**config.mk**
```make
export PLATFORM = sky130hd
export DESIGN_NAME = rs232_rxbuf
export DESIGN_NICKNAME = d
export VERILOG_FILES = /design/src/rtl/rs232_rxbuf.sv
export SDC_FILE = /design/constraint.sdc
export NUM_CORES = 1
export LEC_CHECK = 0
export ABC_AREA = 1
export CAP_MARGIN = 0
export CORE_UTILIZATION = 35
export DETAILED_ROUTE_END_ITERATION = 6
export MAX_ROUTING_LAYER = met4
export PLACE_DENSITY = 0.55
export SLEW_MARGIN = 20
export SYNTH_ARGS = -nofsm -noshare
export SYNTH_HDL_FRONTEND = slang
export SYNTH_SLANG_ARGS = --single-unit
export TNS_END_PERCENT = 1
```
**constraint.sdc**
```tcl
create_clock -name clk -period 3.9 [get_ports clk]
set_input_delay 1.17 -clock clk [delete_from_list [all_inputs] [get_ports clk]]
set_output_delay 1.17 -clock clk [all_outputs]
set_load 0.05 [all_outputs]
```
**src/rtl/rs232_rxbuf.sv**
```systemverilog
// rs232_rxbuf: RS232 receive FIFO with one-shot capture handshake.
// Define RS232_RXBUF_OVERRUN_EN to enable the sticky ovr flag and drop_cnt.
module rs232_rxbuf #(
  parameter int DEPTH = 16,
  parameter int AW    = 4
) (
  input  logic          clk,
  input  logic          rst_n,
  input  logic          rx_rdy,
  input  logic [7:0]    rx_data,
  output logic          rx_done,
  input  logic          rd,
  output logic [7:0]    rd_data,
  output logic          rdy,
  output logic          full,
  output logic [AW:0]   count,
  output logic          ovr,
  input  logic          clr_ovr,
  output logic [7:0]    drop_cnt
);
  typedef enum logic {IDLE, WAIT} state_t;
  state_t state_q, state_d;
  logic [7:0] mem_q [DEPTH];
  logic [AW-1:0] wptr_q, wptr_d, rptr_q, rptr_d;
  logic [AW:0] count_q, count_d;
  logic capture, pop, wr, drop;
  assign count   = count_q;
  assign rdy     = count_q != '0;
  assign full    = count_q == (AW+1)'(DEPTH);
  assign rd_data = mem_q[rptr_q];
  always_comb begin
    capture = (state_q == IDLE) && rx_rdy;
    pop     = rd && rdy;
    wr      = capture && (!full || pop);
    drop    = capture && full && !pop;
    rx_done = capture && rst_n;
    // WAIT persists while rx_rdy stays high, so a held byte is taken only once
    state_d = rx_rdy ? WAIT : IDLE;
    wptr_d  = wr ? wptr_q + AW'(1) : wptr_q;
    rptr_d  = pop ? rptr_q + AW'(1) : rptr_q;
    count_d = (wr && !pop) ? count_q + (AW+1)'(1) :
              (pop && !wr) ? count_q - (AW+1)'(1) : count_q;
  end
  always_ff @(posedge clk or negedge rst_n) begin
    if (!rst_n) begin
      state_q <= IDLE;
      wptr_q  <= '0;
      rptr_q  <= '0;
      count_q <= '0;
    end else begin
      state_q <= state_d;
      wptr_q  <= wptr_d;
      rptr_q  <= rptr_d;
      count_q <= count_d;
    end
  end
  always_ff @(posedge clk) begin
    if (wr) mem_q[wptr_q] <= rx_data;
  end
`ifdef RS232_RXBUF_OVERRUN_EN
  logic ovr_q, ovr_d;
  logic [7:0] drop_cnt_q, drop_cnt_d, drop_base;
  always_comb begin
    // a drop in the same cycle as clr_ovr wins: the count restarts at 1
    drop_base  = clr_ovr ? 8'd0 : drop_cnt_q;
    ovr_d      = drop || (ovr_q && !clr_ovr);
    drop_cnt_d = (drop && drop_base != 8'hFF) ? drop_base + 8'd1 : drop_base;
  end
  always_ff @(posedge clk or negedge rst_n) begin
    if (!rst_n) begin
      ovr_q      <= 1'b0;
      drop_cnt_q <= '0;
    end else begin
      ovr_q      <= ovr_d;
      drop_cnt_q <= drop_cnt_d;
    end
  end
  assign ovr      = ovr_q;
  assign drop_cnt = drop_cnt_q;
`else
  logic unused_ovr;
  assign unused_ovr = clr_ovr ^ drop;
  assign ovr        = 1'b0;
  assign drop_cnt   = '0;
`endif
endmodule

```
## Word-level counts from Yosys, hierarchy flattened

Memory sizes are Yosys's and may differ from the RTL's.
Cells that the tools add are included.

| storage, ports and cells | value |
|---|---|
| bits in registers | 14 |
| memory bits (writable) | 128 |
| input port bits | 13 |
| output and inout bits | 25 |
| logic and storage cells | 28 |
| memories kept | 1 |

| operators by class | value |
|---|---|
| add/sub/neg operators | 4 |
| equality and inequality tests | 1 |
| multiplexer cells | 5 |
| bitwise logic cells | 1 |
| reductions and logical operators | 12 |

Memories:

| name | depth | width | rd ports | clocked after Yosys merged registers in | write ports | line | text |
|---|---|---|---|---|---|---|---|
| mem_q | 16 | 8 | 1 | 0 | 1 | 23 | `logic [7:0] mem_q [DEPTH];` |

Operators with widths:

| kind | count |
|---|---|
| 2-to-1 mux 5 bit | 2 |
| adder 4 x 1 -> 4 bit (second input constant) | 2 |
| logical AND 1 bit | 6 |
| adder 5 x 1 -> 5 bit (second input constant) | 1 |
| equality test 5 bit (second input constant) | 1 |
| nonzero test 5 bit | 1 |
| subtractor 5 x 1 -> 5 bit (second input constant) | 1 |
| zero test 1 bit | 3 |
| 2-to-1 mux 1 bit | 3 |
| nonzero test 2 bit | 1 |
| logical OR 1 bit | 1 |
| inverter 1 bit | 1 |

## Longest topological paths before layout

Gate-level depths: netlist of run 1.

| logic depth | value |
|---|---|
| depth in word-level cells | 8 |
| gate-level depth with buffers | 15 |
| depth with buffers taken out | 14 |

## Worst setup path after synthesis of run 1

No wires, ideal clock.

| timing | value |
|---|---|
| path kind | input to output |
| from | in rx_rdy |
| to | out rx_done |
| arrival | 2352 ps |
| required time | 2730 ps |
| slack | 378 ps |
| stages | 2 |
| buffers on the path | 0 |
| cell sequence | inv_1 -> nor3b_1 |

| on the way | value |
|---|---|
| word-level cells in the longest chain between the ends | 2 |

RTL lines:

| item | line | text |
|---|---|---|
| start, declared | 9 | `input logic rx_rdy,` |
| logical AND 1 bit | 32 | `capture = (state_q == IDLE) && rx_rdy;` |
| logical AND 1 bit | 36 | `rx_done = capture && rst_n;` |
| end, declared | 11 | `output logic rx_done,` |

No other way between the ends.

## Final worst setup path of run 1

| timing | value |
|---|---|
| from | reg rptr_q[0] |
| to | out rd_data[5] |

| on the way | value |
|---|---|
| word-level cells in the longest chain between the ends | 1 |

RTL lines:

| item | line | text |
|---|---|---|
| start, declared | 24 | `logic [AW-1:0] wptr_q, wptr_d, rptr_q, rptr_d;` |
| start signal, assigned | 53 | `rptr_q <= rptr_d;` |
| memory (16 x 8 bit) | -- |  |
| end, declared | 13 | `output logic [7:0] rd_data,` |

No other way between the ends.

==> results of run 1 <==
==> synthesized netlist by cell type <==
cell / n
nand2_1: 239
edfxtp_1: 128
inv_1: 68
nand3_1: 60
nor2_1: 55
nor3_1: 16
buf_2: 15
dfrtp_1: 14
buf_4: 11
ha_1: 9
clkbuf_1: 5
buf_6: 3
inv_2: 3
o21ai_0: 3
clkinv_1: 2
nand4_1: 2
xnor2_1: 2
xor2_1: 2
a21oi_1: 1
conb_1: 1
fa_1: 1
nand2_2: 1
nand4_2: 1
nor2_4: 1
nor3b_1: 1
o21ai_1: 1
or2_2: 1
==> area by class of cell <==
| class | count | area, um^2 | area share [%] |
|---|---|---|---|
| multi-input combinational | 405 | 1770 | 23.3 |
| clock buffer | 20 | 437 | 5.76 |
| sequential | 142 | 4200 | 55.3 |
| clock inverter | 12 | 101 | 1.34 |
| inverter | 73 | 274 | 3.61 |
| tap | 229 | 287 | 3.78 |
| timing repair buffer | 49 | 526 | 6.93 |
==> cells by family after synthesis <==
kind of cell               share of synthesized area [%]
AOI/OAI and AO/OA                                  0.390
xor gates and xnor gates                           0.546
adders and majority gates                           2.07
buffers and inverters                               7.55
DFF                                                 65.4
other                                             0.0585
and+or+nand+nor                                     24.0
==> through the flow <==
stage                     setup slack (ps)  cells  hold slack (ps)
after floorplan                        378    654              504
after global placement                 519    898              542
after detailed placement               454    898              539
after CTS                              366    930              549
after global routing                   224    930              591
final                                  399    930              549
==> cell usage in the layout, fill, tap and decap left out <==
| cell | n |
|---|---|
| nand2_1 | 239 |
| edfxtp_1 | 128 |
| inv_1 | 68 |
| nand3_1 | 60 |
| nor2_1 | 55 |
| buf_4 | 22 |
| clkdlybuf4s50_1 | 18 |
| clkbuf_16 | 17 |
| nor3_1 | 16 |
| dfrtp_1 | 13 |
| clkinv_1 | 9 |
| ha_1 | 9 |
| conb_1 | 9 |
| buf_12 | 9 |
| inv_2 | 3 |
| o21ai_0 | 3 |
| clkinv_2 | 3 |
| clkbuf_1 | 3 |
| xnor2_1 | 2 |
| xor2_1 | 2 |
| nand4_1 | 2 |
| bufinv_16 | 2 |
| nor2_4 | 1 |
| nand4_2 | 1 |
| nand2_2 | 1 |
| nor3b_1 | 1 |
| a21oi_1 | 1 |
| o21ai_1 | 1 |
| or2_2 | 1 |
| fa_1 | 1 |
| dfrtp_2 | 1 |
==> critical path: cells and delay by family, from the launching register on <==
kind / cells / cell delay (ps)
flip-flops: 1 / 360
AND/OR/NAND/NOR: 6 / 710
buffers and inverters: 2 / 840
==> registers in the layout, summed over array words and instances, names as in the netlist <==
name and flops:
state_q 1, rptr_q 4, wptr_q 4, mem_q 128, count 5
==> final timing paths <==
check                      slack (ps)             startpoint               endpoint  cells after the start
max in group asynchronous        2620                  rst_n  rptr_q[0]$_DFFE_PN0P_                      2
setup / recovery                  400  rptr_q[0]$_DFFE_PN0P_             rd_data[5]                      8
hold / removal                    550   count[0]$_DFFE_PN0P_   count[0]$_DFFE_PN0P_                      1
hold reg to reg                   550   count[0]$_DFFE_PN0P_   count[0]$_DFFE_PN0P_                      1
setup reg to reg                 1540   count[1]$_DFFE_PN0P_   count[4]$_DFFE_PN0P_                     11
min in group asynchronous        1090                  rst_n      state_q$_DFF_PN0_                      2
==> report_power, final <==
group	internal, W	switching (W)
Clock	0.000919	0.000559
Sequential	0.00178	0.000109
Combinational	0.000836	0.00161
Total	0.00354	0.00228
==> routing by layer <==
layer  vias up  part of all wire, %  routed length [um]  GRT usage [%]
li1       2154                    -                   -              -
met4         0                  1.3                 179           5.43
met3        18                  5.6                 771           4.05
met2       109                   48                6580           26.7
met5         -                    0                   0              -
met1      1980                   46                6300           20.8
==> flow_metrics.py, run 1 <==
metrics = {
    "run_status": {
        "status": "complete, no violations",
    },
    "sta": {
        "finalCritPeriodShare_pct": 89.8,
        "hold_viol": 0,
        "fmax_ghz": 0.286,
        "drv_slew": 0,
        "fin_skew_ps": 8.13,
        "worst_pin_slew_ps": 880,
        "rsz0062_at_grt": "no",
        "tns_ps": 0,
        "relSlewSlack_pct": 41.4,
        "finalWorstPathRequiredPeriod_ps": 3500,
        "final-setup-viol-count": 0,
    },
    "place": {
        "numPortBuffers": 27,
        "dpl.hpwl_mm": 8.69,
        "place_area_um2": 7050,
        "finalWeightedCongestion": 0.785,
    },
    "clock_network": {
        "clkSlewWorstSetupHoldPaths_ps": 60,
        "post_cts_resize_count": 0,
        "cts.path.max_buffers": 2,
        "cts_setup_buffers": 0,
        "numClockSinks": 142,
        "cts_made_buffers": 17,
        "cts_tree": "done",
        "ctsHtreeMaxLevel": 4,
        "clk_latency_ps": 420,
        "cts_root_buffer": "clkbuf_16",
        "cts_hold_buffers": 0,
    },
    "setup_path": {
        "max_stage_delay_ps": 680,
        "critPathMaxFanout": 82,
        "crit_path_start_kind": "flip-flop",
        "cp_slowest_cell": "buf_4",
        "crit_arrival_ps": 2330,
        "path_cells": "buf_4 -> nand2_1 -> nand2_1 -> nor2_1 -> nor2_1 -> nand2_1 -> nand2_1 -> buf_12",
        "critPathRequiredTime_ps": 2730,
        "crit_top_cell": "nand2_1",
        "worstSetupPathType": "reg2out",
        "end_kind": "output port",
    },
    "synthesis": {
        "yosysSeqAreaShare_pct": 65.4,
        "synthCells": 646,
        "avgSynthCellArea_um2": 9.93,
        "synthTopCellsByArea": "edfxtp_1 60%, nand2_1 14%, dfrtp_1 5.5%",
        "ys_ff_latch": 142,
        "yosys.area.top_type_share_pct": 59.9,
        "ys_warn_count": 0,
        "yosysUniqueCellTypes": 27,
        "synth_top_area_cell": "edfxtp_1",
        "syn_area_um2": 6410,
    },
    "cells_and_area": {
        "syn2layout_area_growth_pct": 18.3,
        "final_nets": 711,
        "diodes": 0,
        "drive_above_1_share_pct": 8.70,
        "fin_util_pct": 42.2,
        "num-fill-cells": 1721,
        "final_area_um2": 7590,
    },
    "drt": {
        "first_pass_iters": 5,
        "wl_mm": 13.8,
        "via_per_inst": 4.58,
        "wl_per_cell_um": 14.9,
        "ant_nets": 0,
        "drt_iter0_markers": 295,
        "vias": 4261,
        "drc": 0,
    },
    "global_route": {
        "grt_pass1_vias": 4090,
        "grt-ovfl-total": 0,
        "grt_max_degree": 83,
        "antenna_found_initial": 0,
        "grt_util_all_layers_pct": 16.7,
        "grt_pass1_wl_mm": 21.7,
    },
    "floorplan": {
        "die_y_um": 137,
        "die_area_um2": 18900,
        "coreArea_um2": 18000,
        "start_util_pct": 35.7,
        "num_rows": 49,
        "die_x_um": 137,
        "io_pins": 38,
    },
    "min_path": {
        "hold_class": "reg2reg",
    },
    "job": {
        "maxCapViolations": 0,
    },
    "pwr": {
        "finalPower_w": 0.00582,
        "p_leak_nw": 3.20,
        "power_density_nw_per_um2": 767,
        "irDropWorstVdd_uv": 801,
    },
}
(Power assumes the default switching activity.)
==> inputs of run 2 (changes only) <==
GPL_TIMING_DRIVEN = 0   (was unset)
==> run 2 against run 1 <==
  * Critical path depth is 2 higher
  * First-iteration DRC count is 23% higher
  * Total power is 3.2% lower
  * Sequential power hardly changed
  * Worst setup slack worse by 170 ps
  * Utilization is 0.077 points higher
  * Register-to-register slack worse by 330 ps
  * Non-clock buffer count is 13 higher
  * Wire length is 8.6% higher
  * Die area stayed put
  * Critical endpoint is now rd_data[4]
  * Largest power group unchanged
==> flow_metrics.py, run 2 (synthesis results as in run 1) <==
metrics = {
    "clock_network": {
        "cts_made_buffers": 17,
        "cts.path.max_buffers": 2,
        "numClockSinks": 142,
        "cts_hold_buffers": 0,
        "cts_tree": "done",
        "ctsHtreeMaxLevel": 4,
        "cts_root_buffer": "clkbuf_16",
        "clk_latency_ps": 420,
        "clkSlewWorstSetupHoldPaths_ps": 50,
    },
    "setup_path": {
        "timing.rr.start": "count[1]$_DFFE_PN0P_",
        "crit_arrival_ps": 2510,
        "r2r_end": "count[4]$_DFFE_PN0P_",
        "path_depth": 10,
        "cp_slowest_cell": "dlygate4sd2_1",
        "critPathMaxFanout": 10,
        "end_kind": "output port",
        "worstSetupPathType": "reg2out",
        "crit_top_cell": "nand2_1",
        "path_cells": "buf_2 -> inv_2 -> buf_2 -> nand2_1 -> nand3_1 -> nand2_1 -> nor2_1 -> nand2_1 -> nand2_1 -> dlygate4sd2_1",
        "crit_path_start_kind": "flip-flop",
        "max_stage_delay_ps": 530,
        "critPathRequiredTime_ps": 2730,
        "crit_buf_inv": 4,
        "worstRegToRegCells": 13,
        "crit_family": "buffers and inverters",
        "r2r_slack_ps": 1210,
    },
    "sta": {
        "setup_ws_ps": 224,
        "final-setup-viol-count": 0,
        "tns_ps": 0,
        "relSlewSlack_pct": 46.0,
        "fmax_ghz": 0.272,
        "hold_viol": 0,
        "rsz0062_at_grt": "no",
        "worst_pin_slew_ps": 808,
        "fin_skew_ps": 6.20,
        "finalCritPeriodShare_pct": 94.2,
        "drv_slew": 0,
        "finalWorstPathRequiredPeriod_ps": 3680,
    },
    "global_route": {
        "grt_pass1_vias": 4343,
        "grtUsageMet1_pct": 23.0,
        "grt_pass1_wl_mm": 24.0,
        "grt_util_met3_pct": 3.79,
        "grt-ovfl-total": 0,
        "met2_usage_pct": 28.3,
        "busiest_layer": "met2",
        "grt_util_all_layers_pct": 18.2,
        "antenna_found_initial": 0,
        "grt_max_degree": 17,
    },
    "pwr": {
        "power_density_nw_per_um2": 741,
        "p_seq_share_pct": 33.2,
        "clkPwrFrac_pct": 25.5,
        "p_int_w": 0.00329,
        "p_leak_nw": 3.22,
        "p_switching_w": 0.00234,
        "combPwrFrac_pct": 41.3,
        "irDropWorstVdd_uv": 766,
        "sw_frac_of_total_pct": 41.5,
    },
    "floorplan": {
        "die_area_um2": 18900,
        "die_y_um": 137,
        "coreArea_um2": 18000,
        "io_pins": 38,
        "start_util_pct": 35.7,
        "num_rows": 49,
        "die_x_um": 137,
    },
    "min_path": {
        "holdPathEnd": "count[3]$_DFFE_PN0P_",
        "holdPathStages": 2,
        "hp-start": "count[3]$_DFFE_PN0P_",
        "hold_class": "reg2reg",
    },
    "cells_and_area": {
        "drive_above_1_share_pct": 10.8,
        "fin_util_pct": 42.3,
        "final_nets": 724,
        "syn2layout_area_growth_pct": 18.5,
        "largest_register_ffs": 128,
        "regMostFlops": "mem_q",
        "layout_commonest_cell": "nand2_1",
        "diodes": 0,
        "final_cell_mix": "239 x nand2_1, 128 x edfxtp_1, 68 x inv_1",
    },
    "drt": {
        "wl_per_cell_um": 15.9,
        "wl_mm": 15.0,
        "drc": 0,
        "via_per_inst": 4.69,
        "drt_iter0_markers": 363,
        "vias": 4420,
        "ant_nets": 0,
        "first_pass_iters": 7,
    },
    "place": {
        "numPortBuffers": 27,
        "finalWeightedCongestion": 0.812,
        "dpl.hpwl_mm": 10.3,
        "place_ws_ps": -511,
    },
    "run_status": {
        "status": "complete, no violations",
    },
    "job": {
        "maxCapViolations": 0,
    },
}
[run 2: cell count changes in the layout (fill, tap and decap cells not counted), moves of 2 or more]
cell,previous run,this run
dlymetal6s2s_1,0,2
buf_6,0,3
clkinv_1,9,7
dlygate4sd2_1,0,7
nor3_2,0,16
buf_12,9,0
buf_4,22,12
nor3_1,16,0
clkbuf_1,3,8
buf_2,0,15
[run 2: repair_timing]
action,CTS,global route
gates resized for setup,10,2
buffers inserted,0,0
endpoints found under the setup margin,8,2
[run 2: layer usage]
metal | share of wire (%) | up-vias
met5 | 0 | -
met4 | 1.9 | 0
met3 | 5.2 | 26
met2 | 47 | 119
met1 | 46 | 2095
li1 | - | 2180
[run 2: worst register-to-register path, cell delays in order, from the launching register on]
cell and delay, ps:
dfrtp_1 440, nor2_1 230, nand4_2 200, nand2_1 140, buf_2 300, inv_1 80, ha_1 220, inv_1 130
ha_1 270, or2_2 310, nand3_1 90, nand2_1 60, nand2_1 60, nand2_1 50
[run 2: worst max-delay path by stage]
stage / start / slack (ps) / to
final: rptr_q[0]$_DFFE_PN0P_ / 220 / rd_data[4]
after global routing: rptr_q[0]$_DFFE_PN0P_ / 80 / rd_data[3]
after CTS: rst_n / 8 / rx_done
after detailed placement: rst_n / -510 / rx_done
after global placement: rst_n / -490 / rx_done
after floorplan: rx_rdy / 380 / rx_done
[run 2: area by class of cell]
cell class | instances | area [um^2]
multi-input cells | 405 | 1850
well taps | 229 | 287
repair buffers | 28 | 275
inverters | 73 | 274
clock inverters | 11 | 76.3
flip-flops and latches | 142 | 4190
clock buffers | 20 | 437
plain buffers | 34 | 210
fillers | 1740 | 10400
[run 2: through the flow]
step	hold WS, ps	area [um^2]	power (W)	instances
2_1_floorplan	504	6440	0.00350	654
3_3_place_gp	546	7000	0.00423	910
5_1_grt	594	7600	0.00598	942
4_1_cts	572	7560	0.00566	942
6_report	572	7600	0.00563	942
3_5_place_dp	558	7060	0.00428	911
[run 2: power groups by stage]
stage                     combinational [W]  clock [W]  sequential, W
final                               0.00233    0.00144        0.00187
after floorplan                     0.00153          0        0.00196
after global placement              0.00234          0        0.00189
after detailed placement            0.00238          0        0.00190
after global routing                0.00259    0.00151        0.00188
after CTS                           0.00234    0.00145        0.00187
